<file path="config.mk">
export PLATFORM = sky130hd
export DESIGN_NAME = sram22_port_ctrl
export DESIGN_NICKNAME = d
export VERILOG_FILES = /design/src/rtl/sram22_port_ctrl.sv
export SDC_FILE = /design/constraint.sdc
export NUM_CORES = 1
export LEC_CHECK = 0
export CAP_MARGIN = 10
export CORE_MARGIN = 1.5
export CORE_UTILIZATION = 65
export DETAILED_ROUTE_END_ITERATION = 7
export DONT_BUFFER_PORTS = 1
export PLACE_DENSITY = 0.77
export SLEW_MARGIN = 20
export SYNTH_ARGS = -nofsm -noshare
export SYNTH_HDL_FRONTEND = slang
export SYNTH_SLANG_ARGS = --single-unit
</file>
<file path="constraint.sdc">
create_clock -name clk -period 4.44 [get_ports clk]
set_clock_uncertainty 0.15 [all_clocks]
set_input_delay 0.888 -clock clk [delete_from_list [all_inputs] [get_ports clk]]
set_output_delay 0.888 -clock clk [all_outputs]
set_load 0.03 [all_outputs]
</file>
<file path="src/rtl/sram22_port_ctrl.sv">
// Request/response front end for a 1-cycle-latency single-port SRAM macro.
// Reads are tracked through a small response FIFO; writes produce no response.
module sram22_port_ctrl #(
  parameter int unsigned DATA_WIDTH  = 32,
  parameter int unsigned ADDR_WIDTH  = 9,
  parameter int unsigned WMASK_WIDTH = 1,
  parameter int unsigned RSP_DEPTH   = 2
) (
  input  logic                   clk,
  input  logic                   rst,
  // request channel
  input  logic                   req_valid,
  output logic                   req_ready,
  input  logic                   req_we,
  input  logic [ADDR_WIDTH-1:0]  req_addr,
  input  logic [DATA_WIDTH-1:0]  req_wdata,
  input  logic [WMASK_WIDTH-1:0] req_wmask,
  // response channel
  output logic                   rsp_valid,
  input  logic                   rsp_ready,
  output logic [DATA_WIDTH-1:0]  rsp_rdata,
  // SRAM macro side
  output logic                   sram_we,
  output logic [WMASK_WIDTH-1:0] sram_wmask,
  output logic [ADDR_WIDTH-1:0]  sram_addr,
  output logic [DATA_WIDTH-1:0]  sram_din,
  input  logic [DATA_WIDTH-1:0]  sram_dout,
  // status
  output logic                   busy
);

  localparam int unsigned PtrW = (RSP_DEPTH > 1) ? $clog2(RSP_DEPTH) : 1;
  localparam int unsigned CntW = $clog2(RSP_DEPTH + 1);

  logic                  fire;
  logic                  pop;
  logic                  push;
  logic                  full;
  logic                  rd_pending_q, rd_pending_d;
  logic [PtrW-1:0]       wr_ptr_q, wr_ptr_d;
  logic [PtrW-1:0]       rd_ptr_q, rd_ptr_d;
  logic [CntW-1:0]       count_q, count_d;
  logic [CntW:0]         occupancy;
  logic [DATA_WIDTH-1:0] fifo_mem [RSP_DEPTH];

  function automatic logic [PtrW-1:0] ptr_inc(input logic [PtrW-1:0] p);
    return (p == PtrW'(RSP_DEPTH - 1)) ? '0 : p + PtrW'(1);
  endfunction

  assign rsp_valid = (count_q != '0);
  assign rsp_rdata = fifo_mem[rd_ptr_q];
  assign pop       = rsp_valid & rsp_ready;

  // A read in flight already owns a FIFO slot, so count it against capacity.
  assign occupancy = {1'b0, count_q} + {{CntW{1'b0}}, rd_pending_q};
  assign req_ready = !rst && ((occupancy < (CntW + 1)'(RSP_DEPTH)) || pop);
  assign fire      = req_valid & req_ready;

  assign sram_we    = fire & req_we;
  assign sram_addr  = req_addr;
  assign sram_din   = req_wdata;
  assign sram_wmask = req_wmask;

  // sram_dout holds the fired read's data exactly one edge after the fire.
  assign push = rd_pending_q;
  assign full = (count_q == CntW'(RSP_DEPTH));
  assign busy = rd_pending_q | rsp_valid;

  always_comb begin
    rd_pending_d = fire & ~req_we;
    wr_ptr_d     = wr_ptr_q;
    rd_ptr_d     = rd_ptr_q;
    count_d      = count_q;
    if (push) wr_ptr_d = ptr_inc(wr_ptr_q);
    if (pop)  rd_ptr_d = ptr_inc(rd_ptr_q);
    unique case ({push, pop})
      2'b10:   count_d = count_q + CntW'(1);
      2'b01:   count_d = count_q - CntW'(1);
      default: count_d = count_q;
    endcase
  end

  always_ff @(posedge clk or posedge rst) begin
    if (rst) begin
      rd_pending_q <= 1'b0;
      wr_ptr_q     <= '0;
      rd_ptr_q     <= '0;
      count_q      <= '0;
    end else begin
      rd_pending_q <= rd_pending_d;
      wr_ptr_q     <= wr_ptr_d;
      rd_ptr_q     <= rd_ptr_d;
      count_q      <= count_d;
    end
  end

  // Payload storage needs no reset; validity lives in count_q.
  always_ff @(posedge clk) begin
    if (push) fifo_mem[wr_ptr_q] <= sram_dout;
  end

`ifndef SYNTHESIS
  push_never_overflows: assert property (@(posedge clk) disable iff (rst)
    !(push && full && !pop));
`endif

endmodule

</file>
==> impl_metrics.toml <==
[detailed_routing]
drt_pass1_iterations = 4
vias = 1148
wl_mm = 4.90
route.detailed.vias_per_inst = 6.01
drt_drc_violations_left = 0
dr_wl_cell_um = 25.7
drt.antenna.violating_nets = 0
drt_iter0_markers = 75

[job]
drv_cap = 0

[sta]
max_slew_headroom = 0.386
fmax_mhz = 338
period_share = 0.665
rsz0062_at_grt = "no"
hold_viol = 0
worst_tran_pin_value_ns = 0.920
timing.setup.tns_ns = 0
finalSetupViolCount = 0
post-route-min-period_ns = 2.95
final-max-slew-violation-count = 0

[synthesis]
yosys_warnings = 0
synth.top_cells.by_area = "edfxtp_1 66%, mux2_2 12%, buf_4 11%"
synth_register_bits = 69
synth_top_cell_by_area = "edfxtp_1"
synthesis.area_mm2 = 0.00289
number_of_nets_in_the_synthesized_netlist = 247
async_reset_ff_frac = 0.0725
post_synth.cell_area_avg_um2 = 17.3
yosys_most_used_dff = "edfxtp_1"
syn-instance-count = 167
synth_edf_count = 64
yosys.area.top_type_share = 0.664
post_synth_num_cell_types = 19
ys_seq_area_frac = 0.708
yosys.cell_count.top_type = "edfxtp_1"
synth_top_cells_by_count = "64 x edfxtp_1, 42 x buf_4, 32 x mux2_2, 5 x dfrtp_1"

[placement]
post_dp_cell_area_mm2 = 0.00263
dp_hpwl_mm = 3.61
port_buffers = 0
gp_congestion = 0.675

[layout]
area.growth.synth_to_final_pct = -1.56
antenna-diode-count = 0
design.final.nets = 214
multiInputGateArea_um2 = 488
postLayoutCoreUtil = 0.659
finish.instance_area_mm2 = 0.00285
final-seq-area_mm2 = 0.00205
fillers = 288
final_layout_size_suffix_gt1_frac = 0.388

[setup_path]
cp.arrival_ns = 1.92
cp_slowest_stage_delay_ns = 0.74
data_required_critical_path_ns = 3.40
crit_type = "flop to output pin"
crit_path_top_delay_cell = "dfrtp_1"
cp_cell_sequence = "buf_4 -> mux2_2"
worstSetupEndpointType = "output pin"
critPathLaunchType = "flop"
worst-path-max-fanout = 18

[pwr]
p_leak_nw = 0.946
power.ir.vdd_worst_v = 0.000461
cellPowerDensity_mw_per_mm2 = 648

[grt]
grt_pass1_wl_mm = 7.17
globalRouteTotalUtil = 0.212
first_global_vias = 1254
global_route.overflow_total = 0
antenna_found_initial = 0
grt_max_degree = 33

[clock_network]
cts_tree = "yes"
cts.hold.buffers_added = 0
worstSkewPairLatency_ns = 0.33
clockRootBuffer = "clkbuf_8"
cts.sinks = 69
clk_pin_slew_ns = 0.07
cts_buffer_depth = 2
cts_made_buffers = 9
postCtsResizedCells = 0
h-tree-depth = 3
post_cts.repair.setup_buffers = 0

[worst_hold_path]
holdCritPathClass = "input port to asynchronous set/reset pin"

[die]
chipHeight_um = 69.7
io_pins = 157
std_cell_rows = 24
die_area_mm2 = 0.00486
floorplan.initialDensity = 0.669
area_of_the_core_mm2 = 0.00432
die_w_um = 69.7

[status]
outcome = "completed"
==> stage by stage <==
stage               setup slack, ns  power, W  hold slack, ns  cells
global route                   1.32   0.00192           0.188    191
floorplan                      1.78   0.00136           0.306    167
finish                         1.49   0.00185           0.199    191
CTS                            1.44   0.00187           0.189    191
detailed placement             1.68   0.00132           0.387    175
global placement               1.73   0.00131           0.347    175
==> sequential cells by signal, indices dropped and copies added (netlist names) <==
signal	cells
rd_ptr_q	1
wr_ptr_q	1
push	1
fifo_mem	64
count_q	2
==> worst max-delay path, delay by kind of cell, from the launching register on <==
family,cells,cell delay (ns)
flip-flops,1,0.74
multiplexers,1,0.47
buffers and inverters,1,0.37
==> cell families (layout without fill, tap and decap cells) <==
| logic type | Yosys count | after routing | share of synthesized area |
|---|---|---|---|
| mux | 32 | 32 | 0.125 |
| fa+ha+maj | 1 | 1 | 0.00432 |
| xor+xnor | 5 | 5 | 0.0151 |
| compound gates | 2 | 2 | 0.00346 |
| buf+inv | 49 | 21 | 0.126 |
| simple gates | 9 | 9 | 0.0186 |
| flops | 69 | 69 | 0.708 |
==> placed cells by master (no fill, tap or decap), drive strengths merged <==
cell | netlist | final
or3 | 1 | 1
clkinvlp | 0 | 2
clkinv | 0 | 2
buf | 46 | 2
mux2 | 32 | 32
inv | 3 | 4
nand2 | 1 | 1
xor2 | 3 | 3
bufinv | 0 | 2
ha | 1 | 1
xnor2 | 2 | 2
nor2 | 3 | 3
o21ai | 1 | 1
nor3b | 1 | 1
a21oi | 1 | 1
and2 | 2 | 2
dfrtp | 5 | 5
clkbuf | 0 | 9
or2 | 1 | 1
edfxtp | 64 | 64
==> area by class of cell <==
class | count | area share
Sequential cell | 69 | 0.719
Multi-Input combinational cell | 49 | 0.171
Clock buffer | 9 | 0.0435
Clock inverter | 7 | 0.0343
Tap cell | 52 | 0.0228
Timing Repair Buffer | 2 | 0.00527
Inverter | 3 | 0.00395
==> worst paths after layout <==
kind | start | endpoint | slack [ns] | cells after the start
worst min-delay path | rst | count_q[1]$_DFFE_PP0P_ | 0.20 | 1
worst max register to register | wr_ptr_q$_DFFE_PP0P_ | fifo_mem[1][28]$_DFFE_PP_ | 2.54 | 2
max in group asynchronous | rst | rd_ptr_q$_DFFE_PP0P_ | 3.76 | 1
min in group clk | count_q[1]$_DFFE_PP0P_ | count_q[1]$_DFFE_PP0P_ | 0.40 | 1
worst min register to register | count_q[1]$_DFFE_PP0P_ | count_q[1]$_DFFE_PP0P_ | 0.40 | 1
worst max-delay path | rd_ptr_q$_DFFE_PP0P_ | rsp_rdata[18] | 1.49 | 2
==> where the power goes <==
part / leakage, nW / total, W / internal (W) / switching [W]
registers: 0.640 / 0.000823 / 0.000768 / 0.0000550
logic: 0.200 / 0.000481 / 0.000159 / 0.000322
clock network: 0.106 / 0.000542 / 0.000318 / 0.000224
total: 0.946 / 0.00185 / 0.00125 / 0.000601
==> metal layers <==
| layer | up-vias | routed length (µm) | track usage |
|---|---|---|---|
| li1 | 496 | - | - |
| met1 | 546 | 1360 | 0.173 |
| met2 | 85 | 2710 | 0.366 |
| met3 | 21 | 591 | 0.140 |
| met4 | 0 | 242 | 0.128 |
| met5 | - | 0 | 0.0111 |
Power figures use the tool's default switching activity.
